`src/rtl/corr_host_bridge_pkg.sv`:
```
// Shared definitions for the correlator host bridge: register address map,
// FSM state encoding and configuration reset values.
package corr_pkg;

    localparam logic [6:0] CORR_ADDR_SEED    = 7'h00;
    localparam logic [6:0] CORR_ADDR_WLEN    = 7'h01;
    localparam logic [6:0] CORR_ADDR_WSHAPE  = 7'h02;
    localparam logic [6:0] CORR_ADDR_SPERIOD = 7'h03;
    localparam logic [6:0] CORR_ADDR_SJITTER = 7'h04;
    localparam logic [6:0] CORR_ADDR_PWM     = 7'h05;
    localparam logic [6:0] CORR_ADDR_FIFO    = 7'h06;
    localparam logic [6:0] CORR_ADDR_FLUSH   = 7'h07;
    localparam logic [6:0] CORR_ADDR_BURST   = 7'h08;
    localparam logic [6:0] CORR_ADDR_ID      = 7'h7F;

    typedef enum logic [1:0] {
        IDLE   = 2'd0,
        WRDATA = 2'd1,
        RDRESP = 2'd2,
        BURST  = 2'd3
    } corrState_t;

    localparam int RST_WINDOW_LENGTH_EXP = 10;
    localparam int RST_SAMPLE_PERIOD_EXP = 0;
    localparam int RST_SAMPLE_JITTER_EXP = 0;

    // Saturate a written exponent byte to the register's maximum.
    function automatic logic [7:0] clampByte(input logic [7:0] value, input int maxValue);
        return (int'(value) > maxValue) ? 8'(maxValue) : value;
    endfunction

endpackage

```
`src/rtl/corr_host_bridge.sv`:
```
// Host byte-stream command decoder driving the correlator configuration and packet FIFO drain.
// Optional build macro CORR_HOST_BRIDGE_TIMEOUT_EN adds a write-data timeout in WRDATA.
module corr_host_bridge
    import corr_pkg::*;
#(
    parameter int         MAX_WINDOW_LENGTH_EXP = 16,
    parameter int         MAX_SAMPLE_PERIOD_EXP = 15,
    parameter int         MAX_SAMPLE_JITTER_EXP = 8,
    parameter logic [7:0] ID_VALUE              = 8'hC0
`ifdef CORR_HOST_BRIDGE_TIMEOUT_EN
    , parameter int       TIMEOUT_W             = 20
`endif
) (
    input  logic                                        i_clk,
    input  logic                                        i_rst,
    input  logic                                        i_cg,
    input  logic [7:0]                                  i_hostRx_data,
    input  logic                                        i_hostRx_valid,
    output logic                                        o_hostRx_ready,
    output logic [7:0]                                  o_hostTx_data,
    output logic                                        o_hostTx_valid,
    input  logic                                        i_hostTx_ready,
    output logic [$clog2(MAX_WINDOW_LENGTH_EXP+1)-1:0] o_windowLengthExp,
    output logic                                        o_windowShape,
    output logic [$clog2(MAX_SAMPLE_PERIOD_EXP+1)-1:0] o_samplePeriodExp,
    output logic [$clog2(MAX_SAMPLE_JITTER_EXP+1)-1:0] o_sampleJitterExp,
    output logic [2:0]                                  o_pwmSelect,
    output logic                                        o_wr_samplePeriod,
    output logic [7:0]                                  o_jitterSeedByte,
    output logic                                        o_jitterSeedValid,
    input  logic [7:0]                                  i_pktfifo_data,
    input  logic                                        i_pktfifo_empty,
    output logic                                        o_pktfifo_pop,
    output logic                                        o_pktfifo_flush
);

    localparam int WLW = $clog2(MAX_WINDOW_LENGTH_EXP + 1);
    localparam int SPW = $clog2(MAX_SAMPLE_PERIOD_EXP + 1);
    localparam int SJW = $clog2(MAX_SAMPLE_JITTER_EXP + 1);

    corrState_t state;
    logic [6:0] addrReg;
    logic [7:0] txByte;
    logic [8:0] burstCnt;
    logic       wrSamplePeriodReg;
    logic       seedValidReg;
    logic       flushReg;
    logic [7:0] readData;
    logic       rxFire;
    logic       txFire;
    logic       singlePop;
`ifdef CORR_HOST_BRIDGE_TIMEOUT_EN
    logic [TIMEOUT_W-1:0] timeoutCnt;
`endif

    assign o_hostRx_ready = i_cg && (state == IDLE || state == WRDATA);
    assign o_hostTx_valid = i_cg && ((state == RDRESP) || (state == BURST && !i_pktfifo_empty));
    assign o_hostTx_data  = (state == BURST) ? i_pktfifo_data : txByte;
    assign rxFire         = i_hostRx_valid && o_hostRx_ready;
    assign txFire         = o_hostTx_valid && i_hostTx_ready;

    // Single-byte FIFO read pops in the same cycle the read command is taken.
    assign singlePop = (state == IDLE) && rxFire && !i_hostRx_data[7]
                       && (i_hostRx_data[6:0] == CORR_ADDR_FIFO) && !i_pktfifo_empty;
    assign o_pktfifo_pop = singlePop || ((state == BURST) && txFire);

    assign o_wr_samplePeriod = wrSamplePeriodReg && i_cg;
    assign o_jitterSeedValid = seedValidReg && i_cg;
    assign o_pktfifo_flush   = flushReg && i_cg;

    always_comb begin
        readData = 8'h00;
        case (i_hostRx_data[6:0])
            CORR_ADDR_WLEN:    readData = 8'(o_windowLengthExp);
            CORR_ADDR_WSHAPE:  readData = 8'(o_windowShape);
            CORR_ADDR_SPERIOD: readData = 8'(o_samplePeriodExp);
            CORR_ADDR_SJITTER: readData = 8'(o_sampleJitterExp);
            CORR_ADDR_PWM:     readData = 8'(o_pwmSelect);
            CORR_ADDR_FIFO:    readData = i_pktfifo_empty ? 8'h00 : i_pktfifo_data;
            CORR_ADDR_FLUSH:   readData = {7'b0, !i_pktfifo_empty};
            CORR_ADDR_ID:      readData = ID_VALUE;
            default:           readData = 8'h00;
        endcase
    end

    always_ff @(posedge i_clk) begin
        if (i_rst) begin
            state             <= IDLE;
            addrReg           <= '0;
            txByte            <= '0;
            burstCnt          <= '0;
            wrSamplePeriodReg <= 1'b0;
            seedValidReg      <= 1'b0;
            flushReg          <= 1'b0;
            o_windowLengthExp <= WLW'(RST_WINDOW_LENGTH_EXP);
            o_windowShape     <= 1'b0;
            o_samplePeriodExp <= SPW'(RST_SAMPLE_PERIOD_EXP);
            o_sampleJitterExp <= SJW'(RST_SAMPLE_JITTER_EXP);
            o_pwmSelect       <= '0;
            o_jitterSeedByte  <= '0;
`ifdef CORR_HOST_BRIDGE_TIMEOUT_EN
            timeoutCnt        <= '0;
`endif
        end else if (i_cg) begin
            wrSamplePeriodReg <= 1'b0;
            seedValidReg      <= 1'b0;
            flushReg          <= 1'b0;
            case (state)
                IDLE: begin
                    if (rxFire) begin
                        addrReg <= i_hostRx_data[6:0];
`ifdef CORR_HOST_BRIDGE_TIMEOUT_EN
                        timeoutCnt <= '0;
`endif
                        if (i_hostRx_data[7]) begin
                            state <= WRDATA;
                        end else begin
                            txByte <= readData;
                            state  <= RDRESP;
                        end
                    end
                end
                WRDATA: begin
                    if (rxFire) begin
                        state <= IDLE;
                        case (addrReg)
                            CORR_ADDR_SEED: begin
                                o_jitterSeedByte <= i_hostRx_data;
                                seedValidReg     <= 1'b1;
                            end
                            CORR_ADDR_WLEN:
                                o_windowLengthExp <= WLW'(clampByte(i_hostRx_data, MAX_WINDOW_LENGTH_EXP));
                            CORR_ADDR_WSHAPE:  o_windowShape <= i_hostRx_data[0];
                            CORR_ADDR_SPERIOD: begin
                                o_samplePeriodExp <= SPW'(clampByte(i_hostRx_data, MAX_SAMPLE_PERIOD_EXP));
                                wrSamplePeriodReg <= 1'b1;
                            end
                            CORR_ADDR_SJITTER:
                                o_sampleJitterExp <= SJW'(clampByte(i_hostRx_data, MAX_SAMPLE_JITTER_EXP));
                            CORR_ADDR_PWM:     o_pwmSelect <= i_hostRx_data[2:0];
                            CORR_ADDR_FLUSH:   flushReg <= 1'b1;
                            CORR_ADDR_BURST: begin
                                // A zero length byte requests a full 256-byte burst.
                                burstCnt <= {(i_hostRx_data == 8'h00), i_hostRx_data};
                                state    <= BURST;
                            end
                            default: ;
                        endcase
                    end
`ifdef CORR_HOST_BRIDGE_TIMEOUT_EN
                    else if (timeoutCnt == '1) begin
                        state <= IDLE;
                    end else begin
                        timeoutCnt <= timeoutCnt + 1'b1;
                    end
`endif
                end
                RDRESP: begin
                    if (txFire) state <= IDLE;
                end
                BURST: begin
                    if (txFire) begin
                        burstCnt <= burstCnt - 9'd1;
                        if (burstCnt == 9'd1) state <= IDLE;
                    end
                end
                default: state <= IDLE;
            endcase
        end
    end

endmodule

```
`config.mk`:
```
export PLATFORM = sky130hd
export DESIGN_NAME = corr_host_bridge
export DESIGN_NICKNAME = d
export VERILOG_FILES = /design/src/rtl/corr_host_bridge_pkg.sv /design/src/rtl/corr_host_bridge.sv
export SDC_FILE = /design/constraint.sdc
export NUM_CORES = 1
export LEC_CHECK = 0
export ABC_AREA = 1
export CAP_MARGIN = 20
export CORE_UTILIZATION = 57
export CTS_BUF_LIST = sky130_fd_sc_hd__clkbuf_2 sky130_fd_sc_hd__clkbuf_4 sky130_fd_sc_hd__clkbuf_8
export DETAILED_ROUTE_END_ITERATION = 8
export PLACE_DENSITY = 0.88
export SYNTH_ARGS = -nofsm -noshare
export SYNTH_HDL_FRONTEND = slang
export SYNTH_SLANG_ARGS = --single-unit
```
`constraint.sdc`:
```
create_clock -name i_clk -period 2.3 [get_ports i_clk]
set_input_delay 0.46 -clock i_clk [delete_from_list [all_inputs] [get_ports i_clk]]
set_output_delay 0.46 -clock i_clk [all_outputs]
set_load 0.05 [all_outputs]
```
== Yosys cells after proc, flatten, opt, wreduce, memory -nomap -nowiden ==
Cells that the tools add are included.
Storage, ports and cells
  bits in registers: 54
  input port bits: 22
  output and inout bits: 39
  word-level logic and storage cells: 102
Cells by class
  $add $sub $neg: 1
  $lt $le $gt $ge: 3
  equality and inequality tests: 25
  muxes and demuxes: 27
  bitwise logic cells: 1
  reduce and logical (&&, ||, !) cells: 32
Operators by type and width (number)
  $pmux W8 S8: 1
  $eq A7 B3 Y1 const B: 7
  $eq A7 B2 Y1 const B: 4
  $reduce_and A4 Y1: 7
  $mux W9: 3
  $pmux W9 S2: 1
  $gt A8 B4 Y1 const B: 2
  $mux W8: 2
  $eq A7 B1 Y1 const B: 2
  $mux W2: 7
  $logic_and A1 B1 Y1: 13
  $eq A9 B1 Y1 const B: 1
  $mux W1: 9
  $sub A9 B1 Y9 const B: 1
  $gt A8 B5 Y1 const B: 1
  $logic_not A8 Y1: 1
  $mux W4: 2
  $ne A2 B2 Y1 const B: 4
  $pmux W2 S4: 1
  $eq A7 B4 Y1 const B: 1
  $eq A7 B7 Y1 const B: 1
  $logic_not A7 Y1: 1
  $reduce_and A6 Y1: 1
  $mux W5: 1
  other kinds (10): 15

== Logic depth before layout (Yosys ltp) ==
  depth in word-level cells: 9
  gate-level depth with buffers: 10
  mapped depth without buffers: 9

== Least setup slack after synthesis ==
No wires, ideal clock.
  kind: flip-flop to output port
  start: register state[0]
  end: output port o_hostTx_data[0]
  arrival: 2023 ps
  required time: 1840 ps
  path slack: -183 ps
  cell stages (with the launch flop): 6
  path buffers: 3
  cell sequence: dfxtp_1 > buf_2 > nand2_1 > buf_2 > clkbuf_1 > o21ai_0
Between the ends
  word-level cells in the longest chain between the ends: 2
Ends and longest elaborated chain
  start, declared: line corr_host_bridge.sv:41  | corrState_t state;
  start signal, assigned: line corr_host_bridge.sv:88  | state <= IDLE;
  start signal, assigned: line corr_host_bridge.sv:116  | state <= WRDATA;
  start signal, assigned: line corr_host_bridge.sv:119  | state <= RDRESP;
  $eq A2 B2 Y1: line corr_host_bridge.sv:58  | assign o_hostTx_data = (state == BURST) ? i_pktfifo_data : txByte;
  $mux W8: line corr_host_bridge.sv:58
  end, declared: line corr_host_bridge.sv:20  | output logic [7:0] o_hostTx_data,
Every way passes these cells.

== Worst setup path in the final report ==
  start: input port i_hostRx_data[3]
  end: output port o_pktfifo_pop
Between the ends
  word-level cells in the longest chain between the ends: 4
Ends and longest elaborated chain
  start, declared: line corr_host_bridge.sv:17  | input logic [7:0] i_hostRx_data,
  $eq A7 B3 Y1: line corr_host_bridge.sv:64  | && (i_hostRx_data[6:0] == CORR_ADDR_FIFO) && !i_pktfifo_empty;
  $logic_and A1 B1 Y1 (2 in a row): line corr_host_bridge.sv:64
  $logic_or A1 B1 Y1: line corr_host_bridge.sv:65  | assign o_pktfifo_pop = singlePop || ((state == BURST) && txFire);
  end, declared: line corr_host_bridge.sv:33  | output logic o_pktfifo_pop,
Every way passes these cells.

==> impl_results.md <==
* Ys async rst share at 0%
* Synth Net Count at 467
* Most area-consuming cells after synthesis: dfxtp_1 (37%), nand2_1 (14%), o21ai_0 (9.4%), a21oi_1 (8.7%), nand3_1 (6.2%)
* Critical Setup Path Class: input pin to output port
* Fin nets at approximately 550
* CTS tree: built
* Maximum VDD drop at 0.463 mV
* Initial Util at between 60% and 70%
* Endpoints failing setup at 0
* Minimum clock period at between 2 and 2.5 ns
* Final-report hold violation count at 0
* Met3 capacity usage during global routing at 6.31%
* Cell taking the most area after synthesis: dfxtp_1
* Max Fclk at 445 MHz
* Sequential fraction of the synthesis area at 36.9%
* Crit path DAT at about 1.8 ns
* Initial antenna violation count at 0
* Antenna diodes at 0
* Post-placement worst setup slack at -0.0381 ns
* Mean Syn Cell Area at between 6 and 7 µm²
* Top_reg_cell synth: dfxtp_1
* Pins over their slew limit at 0
* Fillers at approximately 360
* Worst min path class: register to register
* Synth warnings at 0
* Clock sink count at 54
* Layout cell share with drive strength beyond 1 at 14.7%
* Number of DRC markers in iteration 0 at 290
* CP max FO at 2
* Synth cell count leaders: nand2_1 (107), o21ai_0 (55), dfxtp_1 (54), a21oi_1 (51), inv_1 (47)
* Die width at approximately 74 µm
* Leakage at 1.67 nW
* Mux cell area share after synthesis at 0%
* Post-synthesis cell type count at 30
* Drt first pass iters at 6
* Synth Area in Adders at less than 1%
* Met1 Track Usage GR at 43.6%
* Relative slew slack at between 60% and 70%
* Post-CTS Setup Bufs at 0
* Overflow left after global routing at 0
* Avg WL per Cell at 15.1 µm
* EDFF count, synth at 0
* Critical path capture point type: output port
* Power per cell area at 497 nW/µm²
* Gr usage total at a little over a third
* Startpoint Class: input pin
* Remaining routing DRC violations at 0
* Total design power at 1.98 mW
* Count leader, synth: nand2_1
* Reg2reg setup slack at 0.48 ns
* Synthesized flop and latch total at 54
* CTS Buf Count at 5
* H-tree depth at 2
* Drt total wl at roughly 8900 µm
* Final Cycle Share at 97.6%
* First-pass GRT wire length at about 14,000 µm
* Core Area at just under 5000 µm²
* # port buffers at 60
* Die Y at 73.7 µm
* Setup ws final at 0.0544 ns
* I/O pin cnt at 61
* Gpl congestion at 0.962
* Routed Antenna Nets at 0
* Rows at 25
* Xor-xnor portion of the synthesized cell area at 0%
* Required time of the critical path at 1.84 ns
* Die area at between 5000 and 6000 µm²
* Clock skew at 0.00766 ns
* Max Cap Violations at 0
* Area share of the largest cell type after synthesis at 36.9%
* Clock slew seen by the registers of the worst setup and hold paths at 0.09 ns
* P&R area growth vs syn at 36.5%
* Worst-margin pin slew at about 0.5 ns
* Simple-gate share of the synthesized area at around a third
* Largest family of logic cells by synthesized area: simple AND/OR/NAND/NOR gates
* Post-synthesis compound-gate area fraction at 19.8%
* Vias in the first global route at 3,110
* Synthesized area at around 2900 µm²
* Dpl hpwl at 6600 µm
* CTS max path bufs at 2
* Clk_lat worst skew at 0.31 ns
* Vias per Instance at 5.62
* Largest net degree at the start of global routing at 34
* Met2 Track Usage GR at 57.6%
* GRT busiest layer: met2
* Cells after synthesis at 443
* Status: completed
* Root Driver: clkbuf_8
* RSZ-0062 raised after global routing: true
* Total number of vias at 3,314
==> cell type report <==
cell class	instances	area [µm²]	area share [%]
multi-input combinational	321	1560	39.1
clock buffer	7	83.8	2.10
tap	67	83.8	2.10
timing repair buffer	88	951	23.8
inverter	52	200	5.01
clock inverter	1	30.0	0.752
sequential	54	1080	27.1
==> per-layer routing <==
layer,up-vias,routed length [µm]
met3,33,672
met5,-,0
met2,155,4280
met4,0,346
li1,1612,-
met1,1514,3630
==> worst max-delay path, stage by stage <==
cell and delay [ns]:
clkdlybuf4s50_1 0.46, inv_1 0.10, nand2_1 0.08, nor2_2 0.15, nand2_2 0.09, nor2_4 0.10
nand2_1 0.09, o21ai_2 0.10, buf_12 0.16
==> repair_timing <==
item | CTS | global route
hold endpoints to repair | 0 | 0
gates cloned | 0 | 0
hold buffers | 0 | 0
setup endpoints to repair | 9 | 8
gates resized for setup | 3 | 4
==> sequential cells by signal, indices dropped and copies added (netlist names) <==
| register | flops |
|---|---|
| burstCnt | 9 |
| txByte | 8 |
| o_windowLengthExp | 5 |
| o_windowShape | 1 |
| addrReg | 7 |
| seedValidReg | 1 |
| state | 2 |
| flushReg | 1 |
| o_sampleJitterExp | 4 |
| o_jitterSeedByte | 8 |
| o_pwmSelect | 3 |
| o_samplePeriodExp | 4 |
| wrSamplePeriodReg | 1 |
==> cell usage in the layout (no fill, tap or decap), types with 2 or more instances in the layout <==
cell and instances:
nand2_1 105, o21ai_0 54, dfxtp_1 53, a21oi_1 51, inv_1 46, clkdlybuf4s50_1 46, nand3_1 36, nor2_1 32
buf_4 28, buf_12 14, nand4_1 7, nor2_4 6, nor3_1 6, nand2_2 5, clkbuf_8 5, inv_2 4
nand2_4 3, o21ai_1 3, nor2_2 2, o21ai_2 2, ha_1 2, clkbuf_4 2
==> stage by stage <==
step	cells	cell area, µm²	utilization [%]	hold WS [ns]	TNS, ns
2_1_floorplan	443	2930	-	0.444	-0.365
3_5_place_dp	582	3870	80.3	0.436	-0.0381
5_1_grt	590	4000	82.9	0.479	-0.0203
6_report	590	4000	82.9	0.449	0
4_1_cts	590	3990	82.8	0.449	0
3_3_place_gp	582	3870	80.3	0.433	0
==> logic make-up after synthesis <==
group           after synthesis
simple gates                206
compound gates              113
buf+inv                      68
flops                        54
fa+ha+maj                     2
==> path summary, 6_finish.rpt <==
| check | from | endpoint | depth (start not counted) |
|---|---|---|---|
| worst max-delay path | i_hostRx_data[3] | o_pktfifo_pop | 9 |
| worst min-delay path | o_jitterSeedByte[0] | o_jitterSeedByte[0] | 2 |
| worst max register to register | state[0] | burstCnt[8] | 8 |
| worst min register to register | o_jitterSeedByte[0] | o_jitterSeedByte[0] | 2 |
==> power by group <==
group          internal, mW  switching, mW
Clock                 0.350          0.307
Combinational         0.138          0.214
Sequential            0.955         0.0205
Total                  1.44          0.542
No activity file was read; power rests on OpenSTA's default activity.
